### config.mk
export PLATFORM = sky130hd
export DESIGN_NAME = bin_bram_ctrl
export DESIGN_NICKNAME = d
export VERILOG_FILES = /design/src/rtl/bin_bram_ctrl.sv
export SDC_FILE = /design/constraint.sdc
export NUM_CORES = 1
export LEC_CHECK = 0
export ABC_AREA = 1
export CORE_UTILIZATION = 45
export CTS_CLUSTER_DIAMETER = 60
export DETAILED_ROUTE_END_ITERATION = 10
export MAX_ROUTING_LAYER = met4
export PLACE_DENSITY = 0.8
export SKIP_CTS_REPAIR_TIMING = 1
export SYNTH_ARGS = -nofsm -noshare
export SYNTH_HDL_FRONTEND = slang
export SYNTH_SLANG_ARGS = --single-unit
### constraint.sdc
create_clock -name clk -period 2.5 [get_ports clk]
set_input_delay 0.25 -clock clk [delete_from_list [all_inputs] [get_ports clk]]
set_output_delay 0.25 -clock clk [all_outputs]
set_load 0.01 [all_outputs]
### src/rtl/bin_bram_ctrl.sv
// Burst sequencer for one BRAM port: streams len words out of the BRAM (load) or into it (store).
// Loads absorb the 1-cycle read latency with a 2-entry skid FIFO so backpressure never drops words.
module bin_bram_ctrl #(
  parameter int unsigned DATA_WIDTH = 30,
  parameter int unsigned ADDR_WIDTH = 10
) (
  input  logic                  clk,
  input  logic                  rst,
  input  logic                  start_load,
  input  logic                  start_store,
  input  logic [ADDR_WIDTH-1:0] base_addr,
  input  logic [ADDR_WIDTH:0]   len,
  output logic                  busy,
  output logic                  done,
  output logic                  rd_valid,
  input  logic                  rd_ready,
  output logic [DATA_WIDTH-1:0] rd_data,
  input  logic                  wr_valid,
  output logic                  wr_ready,
  input  logic [DATA_WIDTH-1:0] wr_data,
  output logic                  bram_we,
  output logic [ADDR_WIDTH-1:0] bram_addr,
  output logic [DATA_WIDTH-1:0] bram_din,
  input  logic [DATA_WIDTH-1:0] bram_dout
);

  localparam int unsigned CW = ADDR_WIDTH + 1;

  typedef enum logic [1:0] {StIdle, StLoad, StStore, StDone} state_e;

  state_e                state_q, state_d;
  logic [ADDR_WIDTH-1:0] base_q;
  logic [CW-1:0]         len_q, iss_q, dlv_q;
  logic                  inflight_q;
  logic [DATA_WIDTH-1:0] fifo_q [2];
  logic                  wptr_q, rptr_q;
  logic [1:0]            cnt_q;

  logic                  pop, push, issue, wr_hs, start_any;
  logic [2:0]            occ_next;

  assign start_any = start_load | start_store;
  assign push      = inflight_q;

  // State register
  always_ff @(posedge clk) begin
    if (rst) begin
      state_q <= StIdle;
    end else begin
      state_q <= state_d;
    end
  end

  // Next-state logic; a simultaneous start selects load
  always_comb begin
    state_d = state_q;
    unique case (state_q)
      StIdle: begin
        if (start_load) begin
          state_d = (len == '0) ? StDone : StLoad;
        end else if (start_store) begin
          state_d = (len == '0) ? StDone : StStore;
        end
      end
      StLoad: begin
        if (pop && (dlv_q == len_q - CW'(1))) state_d = StDone;
      end
      StStore: begin
        if (wr_hs && (iss_q == len_q - CW'(1))) state_d = StDone;
      end
      StDone:  state_d = StIdle;
      default: state_d = StIdle;
    endcase
  end

  // Output and handshake decode
  always_comb begin
    busy      = (state_q == StLoad) || (state_q == StStore);
    done      = (state_q == StDone);
    rd_valid  = (state_q == StLoad) && (cnt_q != 2'd0);
    rd_data   = rd_valid ? fifo_q[rptr_q] : '0;
    pop       = rd_valid & rd_ready;
    wr_ready  = (state_q == StStore);
    wr_hs     = wr_ready & wr_valid;
    bram_we   = wr_hs;
    bram_din  = wr_ready ? wr_data : '0;
    bram_addr = busy ? base_q + iss_q[ADDR_WIDTH-1:0] : '0;
    // Occupancy after this cycle must leave room for a read issued now
    occ_next  = {1'b0, cnt_q} + {2'b00, inflight_q} - {2'b00, pop};
    issue     = (state_q == StLoad) && (iss_q < len_q) && (occ_next <= 3'd1);
  end

  // Burst counters, in-flight flag and FIFO pointers
  always_ff @(posedge clk) begin
    if (rst) begin
      base_q     <= '0;
      len_q      <= '0;
      iss_q      <= '0;
      dlv_q      <= '0;
      inflight_q <= 1'b0;
      wptr_q     <= 1'b0;
      rptr_q     <= 1'b0;
      cnt_q      <= 2'd0;
    end else begin
      if ((state_q == StIdle) && start_any) begin
        base_q <= base_addr;
        len_q  <= len;
        iss_q  <= '0;
        dlv_q  <= '0;
      end else begin
        if (issue || wr_hs) iss_q <= iss_q + CW'(1);
        if (pop)            dlv_q <= dlv_q + CW'(1);
      end
      inflight_q <= issue;
      if (push) wptr_q <= ~wptr_q;
      if (pop)  rptr_q <= ~rptr_q;
      cnt_q <= cnt_q + {1'b0, push} - {1'b0, pop};
    end
  end

  // FIFO storage needs no reset; rd_data is masked while empty
  always_ff @(posedge clk) begin
    if (push) fifo_q[wptr_q] <= bram_dout;
  end

endmodule

==> flow_summary.json <==
{
  "grt_overflow": 0,
  "cts_sinks": 111,
  "start_util_pct": 46.3,
  "crit_top_cell": "ha_4",
  "grt_max_degree": 33,
  "crit_type": "flip-flop to flip-flop",
  "ant_nets": 0,
  "crit_path_start_kind": "flip-flop",
  "clock_latency_ns": 0.36,
  "p_per_area_nw_per_um2": 805,
  "area_delta_synth_final_pct": 40.8,
  "synth_compound_gate_area_share_pct": 8.29,
  "track_usage_pct": 22.9,
  "root_buffer": "clkbuf_16",
  "cap_violations": 0,
  "synth_top_cell_by_area": "edfxtp_1",
  "drv_slew": 0,
  "pre_cts_ws_ns": -0.235,
  "syn_inst": 754,
  "antenna_found_initial": 0,
  "tightest_slew_ns": 0.514,
  "synth_edf_count": 60,
  "leakagePower_nw": 3.80,
  "dr_total_vias": 5613,
  "fill_cells": 1073,
  "dp.cells": 1105,
  "syn_area_um2": 6190,
  "cts_max_path_buffers": 2,
  "irDropWorstVdd_uv": 534,
  "worstPathArrival_ns": 2.80,
  "yosysUniqueCellTypes": 33,
  "first_global_vias": 5492,
  "syn_avg_cell_area_um2": 8.20,
  "yosys-top-cells-area": "edfxtp_1 29%, dfxtp_1 17%, nand2_1 10%, inv_1 7.3%, ha_1 6.1%",
  "synth_top_cell_area_share_pct": 29.1,
  "hold_path_class": "input port to flip-flop",
  "synth_top_family_by_area": "simple AND/OR/NAND/NOR gates",
  "wl_per_cell_um": 13.8,
  "cts_buffers": 9,
  "fin_skew_ns": 0.00988,
  "synth_common_cells": "168 x nand2_1, 121 x inv_1, 61 x nor2_1, 60 x edfxtp_1, 54 x a21oi_1",
  "layout-drive-gt1-share_pct": 16.0,
  "crit_path_max_fanout": 15,
  "gp_congestion": 0.936,
  "die_y_um": 119,
  "synth_seq_cells": 111,
  "htreeDepth": 3,
  "instances_no_fill": 1122,
  "status": "finished with violations",
  "syn_nets": 873,
  "setup_viol": 9,
  "hold_ws_ns": 0.471,
  "synth_warnings": 0,
  "num-nets-final": 1060,
  "min_period_ns": 2.58,
  "synthAdderAreaFrac_pct": 6.72,
  "violations": "negative setup slack",
  "slowest_delay_ns": 0.37,
  "post-synth-top-count-cell": "nand2_1",
  "final_hold_viol_count": 0,
  "ys_seq_area_share_pct": 45.6,
  "clkSlewWorstSetupHoldPaths_ns": 0.08,
  "synthMuxAreaShare_pct": 5.46,
  "wl_um": 15500,
  "drc": 0,
  "period_share_pct": 103,
  "max-slew-margin-rel_pct": 65.7,
  "path_cells": "inv_2, ha_4, o21ai_4, nor2_4, ha_4, inv_2, ha_4, fa_2, xnor2_2, nor2_2, nand4_1, nand2_2, buf_12, nand3_1, nand2_1, a21oi_1",
  "worstPathRequired_ns": 2.71,
  "yosys_most_used_dff": "edfxtp_1",
  "async_flop_share_pct": 0,
  "cts_tree": "built",
  "firstDrtPassIters": 5,
  "core-area_um2": 13300,
  "drt_iter0_markers": 284,
  "fin_ws_ns": -0.0833,
  "end_kind": "flip-flop",
  "dieWidth_um": 119,
  "post-dp-hpwl_um": 11600,
  "fmax_ghz": 0.387,
  "crit_slowest_cell": "fa_2",
  "rsz0062_at_grt": "yes",
  "grt_pass1_wl_um": 25100,
  "synth-xor-area-share_pct": 1.27,
  "portBuffers": 161,
  "synthSimpleGateAreaFrac_pct": 23.7,
  "die_area_um2": 14200,
  "boundaryPins": 162,
  "antennaDiodeCount": 0,
  "rows": 42,
  "vias_per_cell": 5.00
}
[area by class of cell]
class                   count  area [um2]  area share [%]
well taps                 176         220            2.53
multi-input cells         497        3000            34.5
clock buffers               9         225            2.59
flip-flops and latches    111        2830            32.5
repair buffers            193        1860            21.3
inverters                 129         492            5.64
clock inverters             7        86.3           0.991
[sequential cells by signal, indices dropped and copies added (netlist names), named ones only]
signal	count
fifo_q	60
dlv_q	11
iss_q	11
len_q	11
base_q	10
cnt_q	2
state_q	2
inflight_q	1
rptr_q	1
wptr_q	1
[critical path: cells and delay by family (launching register included)]
kind,cells,cell delay (ns)
xor+xnor,1,0.15
fa+ha+maj,4,0.94
compound gates,2,0.14
flops,1,0.34
buf+inv,3,0.24
simple gates,6,0.65
[cells in the final DEF (no fill, tap or decap), types with 3 or more instances in the layout]
cell type	count
ha_1	21
edfxtp_1	60
inv_6	3
nand3_2	4
nor2_4	4
nand2_2	10
a21oi_1	50
mux2_2	30
nand4_1	6
nand2_4	3
clkbuf_16	9
xor2_1	7
inv_1	118
nand2_1	166
o21ai_2	3
nor2_1	57
a21oi_2	4
dfxtp_1	46
nand3_1	49
nor3_1	9
nor4_1	3
nor2_2	9
clkdlybuf4s50_1	155
dfxtp_2	5
o21ai_1	4
inv_2	8
buf_4	30
o21ai_0	35
ha_4	9
[through the flow]
step / power, mW / area [um2] / util (%) / setup TNS (ns)
global placement: 5.33 / 8200 / 61.5 / -1.28
floorplan: 4.26 / 6190 / - / 0
detailed placement: 5.38 / 8200 / 61.5 / -2.28
global route: 7.51 / 8710 / 65.3 / -1.75
CTS: 6.85 / 8520 / 63.8 / -2.23
finish: 7.02 / 8710 / 65.3 / -0.321
[where the power goes]
group | switching, mW | leakage [nW] | internal [mW]
sequential | 0.185 | 0.962 | 2.19
combinational | 1.80 | 2.69 | 1.36
clock | 0.750 | 0.152 | 0.726
total | 2.74 | 3.80 | 4.28
[final timing paths]
check                     startpoint  slack (ns)  depth (start not counted)                 endpoint
max          state_q[1]$_SDFFE_PP0P_       -0.08                         16    iss_q[9]$_SDFFE_PP0P_
min                    bram_dout[18]        0.47                          1  fifo_q[0][18]$_DFFE_PP_
max reg2reg  state_q[1]$_SDFFE_PP0P_       -0.08                         16    iss_q[9]$_SDFFE_PP0P_
min reg2reg      rptr_q$_SDFFE_PP0P_        0.49                          2      rptr_q$_SDFFE_PP0P_
[routing by layer]
layer  global-route usage (%)  routed length (um)
met3                     4.79                 901
met2                     39.4                7690
met4                     8.31                 398
met5                        -                   0
met1                     26.3                6550
[kinds of logic after synthesis]
family,after synthesis
adders and majority gates,32
muxes,30
DFF,111
AOI/OAI and AO/OA,100
and+or+nand+nor,326
xor gates and xnor gates,9
buffers and inverters,146
Note: power is estimated with default switching activity, not from simulation.
